### config.mk
export PLATFORM = sky130hd
export DESIGN_NAME = muldiv_sched
export DESIGN_NICKNAME = d
export VERILOG_FILES = /design/src/rtl/muldiv_pkg.sv /design/src/rtl/muldiv_sched_rr_arb2.sv /design/src/rtl/muldiv_sched.sv
export SDC_FILE = /design/constraint.sdc
export NUM_CORES = 1
export LEC_CHECK = 0
export ABC_CLOCK_PERIOD_IN_PS = 13830
export CELL_PAD_IN_SITES_DETAIL_PLACEMENT = 1
export CELL_PAD_IN_SITES_GLOBAL_PLACEMENT = 2
export CORE_AREA = 2 2 166 168
export DETAILED_ROUTE_END_ITERATION = 8
export DIE_AREA = 0 0 168 170
export DONT_BUFFER_PORTS = 1
export MAX_ROUTING_LAYER = met4
export PLACE_DENSITY_LB_ADDON = 0.12
export SYNTH_ARGS = -nofsm -noshare
export SYNTH_HDL_FRONTEND = slang
export SYNTH_SLANG_ARGS = --single-unit
### constraint.sdc
create_clock -name clock -period 13.83 [get_ports clock]
set_input_delay 2.766 -clock clock [delete_from_list [all_inputs] [get_ports clock]]
set_output_delay 2.766 -clock clock [all_outputs]
set_load 0.01 [all_outputs]
### src/rtl/muldiv_pkg.sv
// Shared types and constants for the multiply/divide scheduler slice.
package muldiv_pkg;

  typedef enum logic [2:0] {
    ST_IDLE   = 3'd0,
    ST_ISSUE  = 3'd1,
    ST_WAIT   = 3'd2,
    ST_SETTLE = 3'd3,
    ST_RESP   = 3'd4,
    ST_ABORT  = 3'd5
  } state_e;

  localparam logic OP_MUL = 1'b0;
  localparam logic OP_DIV = 1'b1;

  localparam int unsigned DEF_TIMEOUT = 48;
  localparam int unsigned DEF_SETTLE  = 2;
  localparam int unsigned DEF_RST_CYC = 2;

  localparam int unsigned RES_W = 64;
  localparam int unsigned OPA_W = 32;
  localparam int unsigned OPB_W = 64;

  // One operation as handed to the shared unit
  typedef struct packed {
    logic             op;
    logic [OPA_W-1:0] opa;
    logic [OPB_W-1:0] opb;
  } mreq_t;

endpackage

### src/rtl/muldiv_sched_rr_arb2.sv
// Two-input round-robin arbiter; last_grant moves only when a grant is accepted.
module rr_arb2 (
  input  logic       clock,
  input  logic       reset,
  input  logic [1:0] req,
  input  logic       accept,
  output logic [1:0] grant_c
);

  logic last_grant;

  // On a tie the requester that did not win last time goes first
  always_comb begin
    grant_c = req;
    if (&req) grant_c = last_grant ? 2'b01 : 2'b10;
  end

  always_ff @(posedge clock or posedge reset) begin
    if (reset)       last_grant <= 1'b1;
    else if (accept) last_grant <= grant_c[1];
  end

endmodule

### src/rtl/muldiv_sched.sv
// Shares one signed multiply/divide unit between two requesters: arbitrate,
// issue, wait for a fresh valid, settle, respond; a watchdog aborts hung ops.
module muldiv_sched
  import muldiv_pkg::*;
#(
  parameter int unsigned TIMEOUT = DEF_TIMEOUT,
  parameter int unsigned SETTLE  = DEF_SETTLE,
  parameter int unsigned RST_CYC = DEF_RST_CYC
) (
  input  logic             clock,
  input  logic             reset,
  input  logic             req0_valid,
  output logic             req0_ready,
  input  logic             req0_op,
  input  logic [OPA_W-1:0] req0_opa,
  input  logic [OPB_W-1:0] req0_opb,
  input  logic             req1_valid,
  output logic             req1_ready,
  input  logic             req1_op,
  input  logic [OPA_W-1:0] req1_opa,
  input  logic [OPB_W-1:0] req1_opb,
  output logic             rsp0_valid,
  output logic             rsp1_valid,
  output logic [RES_W-1:0] rsp_result,
  output logic             rsp_error,
  output logic             mu_start,
  output logic             mu_muordi,
  output logic [OPA_W-1:0] mu_opera1,
  output logic [OPB_W-1:0] mu_opera2,
  output logic             mu_reset,
  input  logic             mu_valid,
  input  logic [RES_W-1:0] mu_result
);

  localparam int unsigned TMR_MAX   = (TIMEOUT > RST_CYC) ? TIMEOUT : RST_CYC;
  localparam int unsigned TMR_W     = (TMR_MAX > 1) ? $clog2(TMR_MAX + 1) : 1;
  localparam int unsigned SETTLE_M1 = (SETTLE > 0) ? SETTLE - 1 : 0;
  localparam int unsigned SET_W     = (SETTLE_M1 > 1) ? $clog2(SETTLE_M1 + 1) : 1;

  state_e             state_q, state_d;
  logic [TMR_W-1:0]   timer_q, timer_d;
  logic [SET_W-1:0]   settle_q, settle_d;
  logic               seen_low_q, seen_low_d;
  logic               owner_q;
  mreq_t              op_q;
  mreq_t              req0_c, req1_c;
  logic [1:0]         grant_c;
  logic               accept_c;
  logic               capture_c;
  logic               err_fire_c;
  logic               rsp_fire_c;
  logic               mu_start_d;
  logic               mu_reset_d;

  assign req0_c = '{op: req0_op, opa: req0_opa, opb: req0_opb};
  assign req1_c = '{op: req1_op, opa: req1_opa, opb: req1_opb};

  rr_arb2 u_arb (
    .clock   (clock),
    .reset   (reset),
    .req     ({req1_valid, req0_valid}),
    .accept  (accept_c),
    .grant_c (grant_c)
  );

  // Requests are only offered a handshake while idle
  assign accept_c   = (state_q == ST_IDLE) && (|grant_c);
  assign req0_ready = (state_q == ST_IDLE) && grant_c[0];
  assign req1_ready = (state_q == ST_IDLE) && grant_c[1];

  assign mu_muordi = op_q.op;
  assign mu_opera1 = op_q.opa;
  assign mu_opera2 = op_q.opb;

  // Next state; the timer is shared between the watchdog and the abort hold
  always_comb begin
    state_d    = state_q;
    timer_d    = timer_q;
    settle_d   = settle_q;
    seen_low_d = seen_low_q;
    capture_c  = 1'b0;
    case (state_q)
      ST_IDLE: if (accept_c) state_d = ST_ISSUE;
      ST_ISSUE: begin
        seen_low_d = 1'b0;
        timer_d    = TMR_W'(TIMEOUT);
        state_d    = ST_WAIT;
      end
      ST_WAIT, ST_SETTLE: begin
        if (timer_q == '0) begin
          state_d = ST_ABORT;
          timer_d = TMR_W'(RST_CYC);
        end else begin
          timer_d = timer_q - TMR_W'(1);
          if (state_q == ST_WAIT) begin
            // A valid left over from the last op is ignored until seen low
            if (!mu_valid) begin
              seen_low_d = 1'b1;
            end else if (seen_low_q) begin
              state_d  = ST_SETTLE;
              settle_d = SET_W'(SETTLE_M1);
            end
          end else if (settle_q == '0) begin
            capture_c = 1'b1;
            state_d   = ST_RESP;
          end else begin
            settle_d = settle_q - SET_W'(1);
          end
        end
      end
      ST_RESP: state_d = ST_IDLE;
      ST_ABORT: begin
        if (timer_q == '0) state_d = ST_IDLE;
        else               timer_d = timer_q - TMR_W'(1);
      end
      default: state_d = ST_IDLE;
    endcase

    err_fire_c = (state_d == ST_ABORT) && (timer_d == '0);
    rsp_fire_c = (state_d == ST_RESP) || err_fire_c;
    mu_start_d = (state_d == ST_ISSUE);
    mu_reset_d = (state_d == ST_ABORT) && (timer_d != '0);
  end

  always_ff @(posedge clock or posedge reset) begin
    if (reset) begin
      state_q    <= ST_IDLE;
      timer_q    <= '0;
      settle_q   <= '0;
      seen_low_q <= 1'b0;
      owner_q    <= 1'b0;
      op_q       <= '{op: OP_MUL, opa: '0, opb: '0};
      mu_start   <= 1'b0;
      mu_reset   <= 1'b0;
      rsp0_valid <= 1'b0;
      rsp1_valid <= 1'b0;
      rsp_error  <= 1'b0;
      rsp_result <= '0;
    end else begin
      state_q    <= state_d;
      timer_q    <= timer_d;
      settle_q   <= settle_d;
      seen_low_q <= seen_low_d;
      if (accept_c) begin
        op_q    <= grant_c[1] ? req1_c : req0_c;
        owner_q <= grant_c[1];
      end
      mu_start   <= mu_start_d;
      mu_reset   <= mu_reset_d;
      rsp0_valid <= rsp_fire_c && !owner_q;
      rsp1_valid <= rsp_fire_c && owner_q;
      rsp_error  <= err_fire_c;
      if (capture_c)       rsp_result <= mu_result;
      else if (err_fire_c) rsp_result <= '0;
    end
  end

endmodule

==> reports/results.env <==
FILLER_CELL_COUNT=2932
WORST_EP_REQUIRED_TIME_PS=11060
PERIOD_NEEDED_PS=6620
ASYNC_RESET_FF_FRAC=1.00
REMAINING_DRC_ERRORS=0
ANTENNA_FOUND_INITIAL=1
TIGHTEST_SLEW_PS=1240
CTS_NUM_SINKS=179
P_PER_AREA_mW_PER_MM2=270
DETAIL-ROUTE-ANTENNA-NETS=0
FINALSETUPTNS_PS=0
NETLIST_AREA_MM2=0.00830
POST-DP-HPWL_UM=18200
DETAILEDROUTE.FIRSTPASSITERATIONCOUNT=4
GRT-BUSIEST-LAYER='met2'
LEAKAGE_nW=4.10
REGISTER_TO_REGISTER_SETUP_SLACK_PS=10320
POSTSYNTHREGISTERBITS=179
LAYOUT_WORST_PATH_CYCLE_SHARE=0.479
GLOBALPLACE.CONGESTION=0.824
SYNTH-SEQ-AREA-SHARE=0.540
MIN_DELAY_PATH_DEPTH=2
FIRST_GLOBAL_VIAS=6143
LAYOUT_COMMONEST_CELL='sky130_fd_sc_hd__dfrtp_1'
MAX_FREQ_GHz=0.151
FP.COREAREA_MM2=0.0267
RELSLEWSLACK=0.175
OVERFLOW=0
SYNTH_CELL_TYPES=50
CTS-RESIZED-GATES=0
CLOCK_BUFFERS_CREATED_BY_TRITONCTS=17
POST_LAYOUT_UTILIZATION_OF_THE_CORE=0.343
START_KIND='primary input'
CLK_SLEW_ON_WORST_S_H_PATHS_PS=70
MAX-CLOCK-PATH-BUFFERS=2
DIE_Y_UM=170
YOSYS.AREA.TOP_TYPE='sky130_fd_sc_hd__dfrtp_1'
GLOBALROUTETOTALUTIL=0.179
MAX_CAP_VIOL_COUNT=0
WORST_SETUP_PATH_END_KIND='output port'
DIE_OUTLINE_AREA_MM2=0.0286
GLOBAL_ROUTE_WIRE_LENGTH_BEFORE_REPAIR_UM=38000
R2R-START='timer_q[0]'
CTS_ROOT_BUF='sky130_fd_sc_hd__clkbuf_16'
VIA_COUNT=5674
WORSTHOLDPATHTYPE='flip-flop to flip-flop'
DRT-WIRELENGTH-PER-CELL_UM=24.0
FINAL_NUMBER_OF_MAX_TRANSITION_VIOLATIONS=0
DIE_X_EXTENT_UM=168
AREA_GROWTH_SYN_TO_LAYOUT_PCT=9.99
POSTROUTEWIRELENGTH_UM=25600
FINAL-HOLD-VIOLATION-COUNT=0
YS.FLOP_TYPE='sky130_fd_sc_hd__dfrtp_1'
IO_BUFFERS=0
LAYOUT.CELLS.MOST_COMMON_LIST='sky130_fd_sc_hd__dfrtp_1, sky130_fd_sc_hd__mux2i_1, sky130_fd_sc_hd__a21oi_1'
WORST_IR_DROP_VDD_uV=74.2
OUTCOME='complete, no violations'
GLOBALROUTEMET1UTIL=0.204
STARTING_DENSITY_OF_THE_CORE=0.312
DETAIL_ROUTE.VIAS_PER_CELL=5.31
NUM-NETS-FINAL=980
REG2REGPATHDEPTH=11
FLOORPLAN.ROWS=60
POSTCTSSETUPREPAIRBUFS=0
SYNTH_TOP_AREA_SHARE=0.536
CP_MAX_FO=51
DETAILEDROUTE.FIRSTITERATIONVIOLATIONS=286
HOLD_PATH_END='settle_q'
CRIT-REG2REG-CAPTURE='rsp_result[40]'
GRT_MAX_DEGREE=133
FINALCLOCKSKEW_PS=21.0
GRT_SETUP_UNREPAIRED='false'
H_TREE_DEPTH=4
YOSYSWARNINGS=0
CLKLATENCYLATEPIN_PS=430
HOLD_START='settle_q'
FINAL_SETUP_VIOLATION_COUNT=0
ROUTING_USAGE_ON_MET3=0.0614
LAYOUT-DRIVE-GT1-SHARE=0.0716
SYNTH_EDF_COUNT=0
CRIT_ARRIVAL_PS=3850
NUMBER_OF_HOLD_BUFFERS_ADDED_AFTER_CTS=0
TIMING.SETUP.CRITICAL_PATH_CLASS='primary input to output port'
POSTSYNTHNETCOUNT=1017
SYNTHCELLS=752
SYNTHTOPCELLSBYAREA='sky130_fd_sc_hd__dfrtp_1, sky130_fd_sc_hd__mux2i_1, sky130_fd_sc_hd__a21oi_1'
GLOBALROUTEMET2UTIL=0.299
SYN-MEAN-INSTANCE-AREA_UM2=11.0
CLOCK_TREE_FROM_TRITONCTS='built'
PIN_COUNT=431
metrics by stage:
stage	instance area [µm²]	power (mW)	hold slack, ps	worst slack, ps	cells
2_1_floorplan	8300	1.72	448	6210	752
3_3_place_gp	8470	1.89	513	7180	1037
3_5_place_dp	8470	1.94	542	7160	1037
4_1_cts	9130	2.51	559	7160	1067
5_1_grt	9130	2.65	592	7120	1068
6_report	9130	2.46	557	7210	1068
logic make-up after synthesis:
family          Yosys count  synth area share
buf+inv                  75            0.0496
mux                     161             0.194
flops                   179             0.540
xor+xnor                  1           0.00105
simple gates            134            0.0734
fa+ha+maj                 2           0.00301
compound gates          200             0.139
where the power goes:
group	switching [mW]	internal, mW	total (mW)	leakage, nW
Sequential	0.352	0.788	1.14	2.03
Clock	0.227	0.330	0.557	0.323
Combinational	0.465	0.302	0.768	1.75
flip-flops by register name, indices dropped and copies added, names as in the netlist:
| register | cells |
|---|---|
| mu_muordi | 1 |
| mu_opera1 | 32 |
| mu_opera2 | 64 |
| mu_reset | 1 |
| mu_start | 1 |
| owner_q | 1 |
| rsp0_valid | 1 |
| rsp1_valid | 1 |
| rsp_error | 1 |
| rsp_result | 64 |
| seen_low_q | 1 |
| settle_q | 1 |
| state_q | 3 |
| timer_q | 6 |
| u_arb.last_grant | 1 |
per-layer routing:
metal,wire [µm],part of all wire,vias up
li1,-,-,2618
met1,10100,0.39,2781
met2,12900,0.50,254
met3,2230,0.087,21
met4,459,0.018,0
met5,0,0,-
critical path: stages:
cell and delay, ps:
sky130_fd_sc_hd__a21boi_4 130, sky130_fd_sc_hd__buf_4 630, sky130_fd_sc_hd__and2_1 310
Yosys cell counts (all sizes together), types with 3 or more instances:
cell type	instances
nor3	3
inv	11
o21ai	11
mux2i	161
a21oi	106
nand2	7
nor2b	3
nor2	104
a31oi	67
buf	44
dfrtp	178
clkbuf	20
nand3	3
nand2b	3
worst max path at each step:
stage	start	to	slack, ps	cells after the start
2_1_floorplan	reset	mu_muordi	6210	1
3_3_place_gp	req1_valid	req1_ready	7180	3
3_5_place_dp	req1_valid	req1_ready	7160	3
4_1_cts	req1_valid	req1_ready	7160	3
5_1_grt	req1_valid	req1_ready	7120	3
6_report	req1_valid	req1_ready	7210	3
cell type report:
class	instances	area, µm²	share of cell area
diodes	1	2.50	0.000274
clock buffers	18	439	0.0481
clock inverters	12	224	0.0245
inverters	11	46.3	0.00507
multi-input cells	498	3450	0.378
flip-flops and latches	179	4480	0.491
well taps	341	427	0.0467
repair buffers	8	60.1	0.00658
No activity file was read; power rests on OpenSTA's default activity.
